File: src/rtl/seg7_scan.sv
`default_nettype none
// ============================================================================
// Module   : seg7_scan
// Purpose  : 4-digit common-anode hex display scanner with frame-synchronous
//            updates, per-slot anode dead-time and leading-zero blanking.
// Revision : 1.0
// ============================================================================
module seg7_scan #(
    parameter int DIV   = 50000,
    parameter int BLANK = 16
) (
    input  logic        clk,
    input  logic        rst_n,
    input  logic [15:0] data_in,
    input  logic        data_we,
    input  logic        blank_lz,
    output logic [6:0]  seg_n,
    output logic [3:0]  an_n
);

    localparam int              PW      = (DIV > 1) ? $clog2(DIV) : 1;
    localparam logic [PW-1:0]   P_LAST  = PW'(DIV - 1);
    localparam logic [PW-1:0]   P_BLANK = PW'(BLANK);

    logic [PW-1:0] p_q, p_d;
    logic [1:0]    d_q, d_d;
    logic [15:0]   shadow_q, shadow_d;
    logic [15:0]   disp_q, disp_d;
    logic          pending_q, pending_d;
    logic [6:0]    seg_q, seg_d;
    logic [3:0]    an_q, an_d;

    logic          w_tick;
    logic          w_boundary;
    logic [3:0]    w_nibble;
    logic [15:0]   w_upper;
    logic          w_blank;
    logic [6:0]    w_glyph;

    assign w_tick     = (p_q == P_LAST);
    assign w_boundary = w_tick && (d_q == 2'd3);

    always_comb begin
        p_d       = w_tick ? '0 : p_q + 1'b1;
        d_d       = w_tick ? d_q + 2'd1 : d_q;
        shadow_d  = data_we ? data_in : shadow_q;
        disp_d    = (w_boundary && pending_q) ? shadow_q : disp_q;
        // A write landing on the boundary re-arms pending for the next frame.
        pending_d = data_we ? 1'b1 : (w_boundary ? 1'b0 : pending_q);
    end

    assign w_nibble = disp_q[{d_q, 2'b00} +: 4];
    assign w_upper  = disp_q >> {d_q, 2'b00};
    assign w_blank  = blank_lz && (d_q != 2'd0) && (w_upper == 16'h0000);

    always_comb begin
        case (w_nibble)
            4'h0: w_glyph = 7'h40;
            4'h1: w_glyph = 7'h79;
            4'h2: w_glyph = 7'h24;
            4'h3: w_glyph = 7'h30;
            4'h4: w_glyph = 7'h19;
            4'h5: w_glyph = 7'h12;
            4'h6: w_glyph = 7'h02;
            4'h7: w_glyph = 7'h78;
            4'h8: w_glyph = 7'h00;
            4'h9: w_glyph = 7'h10;
            4'hA: w_glyph = 7'h08;
            4'hB: w_glyph = 7'h03;
            4'hC: w_glyph = 7'h46;
            4'hD: w_glyph = 7'h21;
            4'hE: w_glyph = 7'h06;
            default: w_glyph = 7'h0E;
        endcase
    end

    always_comb begin
        an_d = 4'hF;
        if ((p_q >= P_BLANK) && !w_blank) begin
            an_d[d_q] = 1'b0;
        end
        seg_d = w_blank ? 7'h7F : w_glyph;
    end

    always_ff @(posedge clk or negedge rst_n) begin
        if (!rst_n) begin
            p_q       <= '0;
            d_q       <= 2'd0;
            shadow_q  <= 16'h0000;
            disp_q    <= 16'h0000;
            pending_q <= 1'b0;
            seg_q     <= 7'h7F;
            an_q      <= 4'hF;
        end else begin
            p_q       <= p_d;
            d_q       <= d_d;
            shadow_q  <= shadow_d;
            disp_q    <= disp_d;
            pending_q <= pending_d;
            seg_q     <= seg_d;
            an_q      <= an_d;
        end
    end

    assign seg_n = seg_q;
    assign an_n  = an_q;

endmodule
`default_nettype wire

File: config.mk
export PLATFORM = sky130hd
export DESIGN_NAME = seg7_scan
export DESIGN_NICKNAME = d
export VERILOG_FILES = /design/src/rtl/seg7_scan.sv
export SDC_FILE = /design/constraint.sdc
export NUM_CORES = 1
export LEC_CHECK = 0
export ABC_CLOCK_PERIOD_IN_PS = 2900
export BUFFER_PORTS_ARGS = -buffer_cell sky130_fd_sc_hd__buf_2
export CORE_AREA = 2 2 75 77
export CTS_BUF_LIST = sky130_fd_sc_hd__clkbuf_4 sky130_fd_sc_hd__clkbuf_8 sky130_fd_sc_hd__clkbuf_16
export DETAILED_ROUTE_END_ITERATION = 7
export DIE_AREA = 0 0 77 79
export GPL_ROUTABILITY_DRIVEN = 0
export PLACE_DENSITY = 0.74
export SLEW_MARGIN = 10
export SYNTH_ARGS = -nofsm -noshare
export SYNTH_HDL_FRONTEND = slang
export SYNTH_SLANG_ARGS = --single-unit
export TNS_END_PERCENT = 50
File: constraint.sdc
create_clock -name clk -period 2.9 [get_ports clk]
set_input_delay 0.29 -clock clk [delete_from_list [all_inputs] [get_ports clk]]
set_output_delay 0.29 -clock clk [all_outputs]
set_load 0.05 [all_outputs]
==> results of run 1 <==
-- registers in the layout (all words and copies together), names as in the netlist --
signal and flops:
shadow_q 16, pending_q 1, disp_q 16, an_n 4, p_q 16, seg_n 7
d_q 2
-- cells in the mapped netlist (all sizes together), types with 4 or more instances --
| cell | n |
|---|---|
| mux4 | 5 |
| ha | 12 |
| xnor2 | 11 |
| inv | 9 |
| nor2 | 13 |
| clkbuf | 6 |
| dfstp | 11 |
| xor2 | 6 |
| nand3 | 17 |
| mux2 | 32 |
| nor3 | 4 |
| nand2 | 11 |
| dfrtp | 51 |
| nor4 | 5 |
-- logic make-up (layout without fill, tap and decap cells) --
kind of cell	after synthesis	count (layout)
compound gates	18	18
fa+ha+maj	12	12
simple gates	66	66
flops	62	62
xor+xnor	17	17
mux	39	39
buf+inv	17	57
-- report_power, final --
group	switching, uW	internal, uW
logic	28.3	33.0
clock network	341	399
registers	11.3	888
total	381	1320
-- metrics by stage --
stage	hold slack [ns]	power, uW	setup WS, ns
after floorplan	-0.005591	939.0	0.5999
after global placement	0.3204	975.6	0.5514
after detailed placement	0.3248	978.0	0.5220
after CTS	0.1656	1728	0.4960
after global routing	0.1610	1775	0.3421
final	0.1778	1701	0.5028
-- final cells by class --
type                            count  area, um2  area share
Sequential cell                    62       1565      0.4613
Multi-Input combinational cell    152       1325      0.3905
Timing Repair Buffer               32      180.2     0.05310
Clock buffer                        9      123.9     0.03650
Tap cell                           72      90.09     0.02655
Clock inverter                      7      75.07     0.02212
Inverter                            9      33.78    0.009956
-- worst max-delay path: cells and delay by family, from the launching register on --
| family | cells | cell delay, ns |
|---|---|---|
| simple gates | 1 | 0.07 |
| fa+ha+maj | 1 | 0.19 |
| buf+inv | 1 | 0.17 |
| mux | 1 | 0.64 |
| compound gates | 2 | 0.69 |
| flops | 1 | 0.55 |
-- layer usage --
layer  track usage  wire length (um)  vias to the layer above
met4       0.08571                89                        0
met2        0.2526              2048                       33
li1              -                 -                      890
met1        0.2519              2368                      862
met3       0.04432               175                        9
met5             0                 0                        -
-- final timing paths --
path                                   from  depth (start not counted)  slack, ns      endpoint
worst min register to register       p_q[0]                          1       0.48        p_q[0]
min in group asynchronous             rst_n                          3       0.48       p_q[14]
worst max register to register       d_q[1]                          6       0.50      seg_n[0]
worst max-delay path                 d_q[1]                          6       0.50      seg_n[0]
worst min-delay path            data_in[12]                          2       0.18  shadow_q[12]
max in group asynchronous             rst_n                          3       2.10       an_n[1]
-- what timing repair did --
item                      CTS  global route
buffers inserted            0             0
hold buffers                1             0
hold endpoints to repair   51             0
==> metrics.txt, run 1 <==
Yosys top cell area share 0.4307; vias in the first global route 1718; synth top area cells dfrtp_1, dfstp_2, mux2_2; DR vias/cell 5.230; Max-Cap Viols 0; initial core utilization 0.5551; Area Overhead vs Synth 14.53%; Ys Warns 0; htree depth 3; mux cell area share after synthesis 0.1791; Vias 1794; Cell variety after synth 39; root buf cell clkbuf_8; Power Density 501.1 nW/um2; top_reg_cell synth dfrtp_1; crit-path max FO 11; Synth async-reset ratio 1.000; HP Class in -> reg; post-synth net total 263; Syn Area/Cell 12.83 um2; non-filler cells in the finished layout 343; RSZ-0062 raised after global routing no; Slew Viols, Final 0; CP endpoint kind register; final hold viol count 0; crit path DAT 2.65 ns; first-pass GRT wire length 8.252 mm; initial antenna violation count 0; Critical Path, Cell by Cell mux4_2, inv_1, ha_1, nand3_1, a2111o_1, o2111ai_1; Mapped Cells 231; Ports 31; GRT Total Usage 0.1761; dpl cell area 3184 um2; GRT Residual Overflow 0; Seq cells post-synth 62; critical path data required time 3.15 ns; most frequent cells in the layout dfrtp_1, buf_2, mux2_2, nand3_1, nor2_1; final setup violation count 0; Slew Limit Headroom 0.6190; run status finished, final reports clean; Post-synth EDFFs 0; CP Launch Type register; Adder-Cell Fraction of Synth Area 0.05068; Total Wirelength 4.682 mm; Yosys top cell by area dfrtp_1; Synth Area in XOR/XNOR 0.05025; largest net degree at the start of global routing 63; fillcell total 425; CP Class reg -> reg; Die ar. 6083 um2; clk sink count 62; drt first pass iters 4; row count 27; DRT antenna net count 0; Fin Setup TNS 0 ns; CTS tree yes; die width 77 um; slowest stage delay, CP 0.64 ns; IO buf count 30; DR WL/cell 13.65 um; fraction of the yosys area taken by sequential cells 0.5283; period utilisation layout 0.8266; die height 79 um; maximum clock frequency 417.2 MHz; Final #Nets 298; post-route cell area 3393 um2; mapped cell area 2963 um2; Initial DRC Count 65; final core utilization 0.6357; placed insts 326; Post-Synth Simple-Gate Area 0.1229; minimum clock period after layout 2.397 ns; DRC 0; DP Wirelength 3.291 mm; ANT cells 0; Core Region 5338 um2; Num CTS Buffers 9; clk_skew 0.006752 ns; LEAKAGE 0.001551 uW; clock transition at the registers of the reported paths 0.07 ns; count of cells resized by post-cts repair 0; maximum vdd drop 0.3839 mV; most common cell after layout, fill and taps aside dfrtp_1; complex-gate fraction of the synthesized area 0.04434; Clock Tree Buf Depth 2; Worst Tran Pin Value 0.5671 ns; CP max stage cell mux4_2; share of layout cells above drive strength 1 0.3727; Worst-Skew Late Latency 0.34 ns; largest family of logic cells by synthesized area multiplexers
Note: power is estimated with default switching activity, not from simulation.
==> run 2, diff against run 1 <==
--- a/config.mk
+++ b/config.mk
@@ -5,14 +5,15 @@
 export SDC_FILE = /design/constraint.sdc
 export NUM_CORES = 1
 export LEC_CHECK = 0
-export ABC_CLOCK_PERIOD_IN_PS = 2900
+export ABC_AREA = 1
+export ABC_CLOCK_PERIOD_IN_PS = 2100
 export BUFFER_PORTS_ARGS = -buffer_cell sky130_fd_sc_hd__buf_2
-export CORE_AREA = 2 2 75 77
+export CORE_AREA = 2 2 82 84
 export CTS_BUF_LIST = sky130_fd_sc_hd__clkbuf_4 sky130_fd_sc_hd__clkbuf_8 sky130_fd_sc_hd__clkbuf_16
 export DETAILED_ROUTE_END_ITERATION = 7
-export DIE_AREA = 0 0 77 79
+export DIE_AREA = 0 0 84 86
 export GPL_ROUTABILITY_DRIVEN = 0
-export PLACE_DENSITY = 0.74
+export PLACE_DENSITY = 0.7
 export SLEW_MARGIN = 10
 export SYNTH_ARGS = -nofsm -noshare
 export SYNTH_HDL_FRONTEND = slang
==> constraint.sdc (replaced) <==
create_clock -name clk -period 2.1 [get_ports clk]
set_input_delay 0.21 -clock clk [delete_from_list [all_inputs] [get_ports clk]]
set_output_delay 0.21 -clock clk [all_outputs]
set_load 0.05 [all_outputs]
==> run 2 against run 1 <==
Final area rose by 8.7%. Final cell count rose by 54%. Area after synthesis rose by 9.5%. Clock power rose by 26%. Clock skew rose by 0.0039 ns. Sequential share of layout area fell by 3.6 points. Flip-flop and latch count did not move. Sequential power rose by 38%. Die area rose by 19%. Via count rose by 45%. Critical endpoint is now an_n[1]. Largest power group unchanged.
==> metrics.txt, run 2 <==
CP top delay family simple AND/OR/NAND/NOR gates; dpl cell area 3445 um2; first-pass GRT wire length 10.98 mm; run status finished, final reports clean; top_reg_cell synth dfrtp_1; fillcell total 586; Post-synth top cells nand2_1, dfrtp_1, nand3_1; most frequent cell after synthesis nand2_1; Max-Cap Viols 0; Yosys top cell by area dfrtp_1; CP Class reg -> reg; clk sink count 62; most common cell after layout, fill and taps aside nand2_1; initial antenna violation count 0; DR WL/cell 11.62 um; IO buf count 30; Worst-Skew Late Latency 0.34 ns; Area Overhead vs Synth 13.61%; share of layout cells above drive strength 1 0.2062; Ys Warns 0; initial core utilization 0.5170; most frequent cells in the layout nand2_1, dfrtp_1, nand3_1, buf_2; slack of the critical path 0.1604 ns; maximum clock frequency 515.6 MHz; Core Region 6277 um2; FF-to-FF Start d_q[0]; DR vias/cell 4.928; Die ar. 7224 um2; post-route cell area 3687 um2; CP max stage cell dfrtp_2; Yosys top cell area share 0.3932; Cell variety after synth 29; Mapped Cells 403; GRT Total Usage 0.1873; largest net degree at the start of global routing 32; Slew Limit Headroom 0.5618; period utilisation layout 0.9236; final setup violation count 0; maximum vdd drop 0.3407 mV; Largest regs disp_q x16, p_q x16, shadow_q x16; HP Class in -> reg; die height 86 um; LEAKAGE 0.001987 uW; CTS tree yes; Power Density 608.8 nW/um2; Hold Crit Start data_in[4]; DP Worst Slack -0.01126 ns; DRT antenna net count 0; post-synth net total 435; Ports 31; total power 2245 uW; Num CTS Buffers 9; CP endpoint kind register; vias in the first global route 2469; synth top area cells dfrtp_1, nand2_1, dfstp_2; CP Launch Type register; slowest stage delay, CP 0.45 ns; DP Wirelength 4.388 mm; mapped cell area 3246 um2; Syn Area/Cell 8.054 um2; final hold viol count 0; CP Launch Point d_q[0]; Seq cells post-synth 62; row count 29; Initial DRC Count 172; DRC 0; clk_skew 0.01066 ns; drt first pass iters 4; die width 84 um; Clock Tree Buf Depth 2; clock transition at the registers of the reported paths 0.07 ns; Worst Tran Pin Value 0.6573 ns; ANT cells 0; Slew Viols, Final 0; Post-synth EDFFs 0; Vias 2602; GRT Residual Overflow 0; Buf+Inv Stages, Crit Path 1; crit-path max FO 6; critical path data required time 2.37 ns; minimum clock period after layout 1.940 ns; fraction of the yosys area taken by sequential cells 0.4823; final core utilization 0.5874; htree depth 3; Synth async-reset ratio 1.000; crit path DAT 2.21 ns; Final #Nets 478; root buf cell clkbuf_8; Total Wirelength 6.136 mm; Critical Path, Cell by Cell buf_4, nand2_1, nand2_2, o21ai_2, ha_2, nand2_1, nor2_1, nand3_1, nor3_4, nand2_2, nand3_1
## run 2: final cells by class
| class | instances | area [um2] | area share |
|---|---|---|---|
| Clock inverter | 4 | 22.52 | 0.006108 |
| Inverter | 34 | 127.6 | 0.03461 |
| Timing Repair Buffer | 44 | 257.7 | 0.06990 |
| Clock buffer | 12 | 152.6 | 0.04140 |
| Sequential cell | 62 | 1567 | 0.4248 |
| Tap cell | 77 | 96.34 | 0.02613 |
| Multi-Input combinational cell | 295 | 1464 | 0.3970 |
## run 2: worst reg2reg max path, stage by stage (launching register included)
cell	delay [ns]
dfrtp_2	0.45
buf_4	0.16
nand2_1	0.07
nand2_2	0.07
o21ai_2	0.16
ha_2	0.19
nand2_1	0.05
nor2_1	0.09
nand3_1	0.12
nor3_4	0.26
nand2_2	0.14
nand3_1	0.10
## run 2: cells by family (layout without fill, tap and decap cells)
kind of cell,Yosys count,count (layout),share of synthesized area
AO/OA/AOI/OAI,12,12,0.02120
buffers and inverters,47,94,0.07710
flip-flops,62,62,0.4823
AND/OR/NAND/NOR,263,264,0.3543
adder cells (fa/ha/maj),12,12,0.04626
XOR/XNOR,7,7,0.01889
## run 2: power breakdown
part | internal (uW) | switching (uW) | total [uW]
combinational | 28.4 | 49.4 | 77.8
clock | 480 | 449 | 930
sequential | 1220 | 14.6 | 1240
total | 1730 | 514 | 2240
## run 2: repair_timing
item                       CTS  global route
setup endpoints to repair   11            11
buffers inserted             0             3
hold buffers                 1             0
hold endpoints to repair    18             0
pin swaps                    0             4
cloned                       0             1
resized for setup            1            10
## run 2: final timing paths
| check | slack (ns) | cells past startpoint | end |
|---|---|---|---|
| setup reg to reg | 0.16 | 11 | an_n[1] |
| setup / recovery | 0.16 | 11 | an_n[1] |
| max in group asynchronous | 0.98 | 3 | shadow_q[1] |
| min in group asynchronous | 0.43 | 2 | p_q[11] |
| hold / removal | 0.06 | 3 | shadow_q[4] |
| hold reg to reg | 0.47 | 2 | shadow_q[13] |
## run 2: layer usage
layer / track usage / part of all wire / vias to the layer above
met4: 0.07038 / 0.013 / 0
met1: 0.2560 / 0.50 / 1168
met3: 0.04716 / 0.045 / 8
li1: - / - / 1371
met2: 0.2902 / 0.44 / 55
met5: 0 / 0 / -
## run 2: per-stage QoR
step,instances,TNS (ns),hold WS [ns]
after floorplan,403,0,-0.08559
after global placement,507,0,0.2769
after detailed placement,507,-0.01199,0.2824
after CTS,524,0,0.04690
after global routing,528,-0.1952,0.05950
final,528,0,0.05988
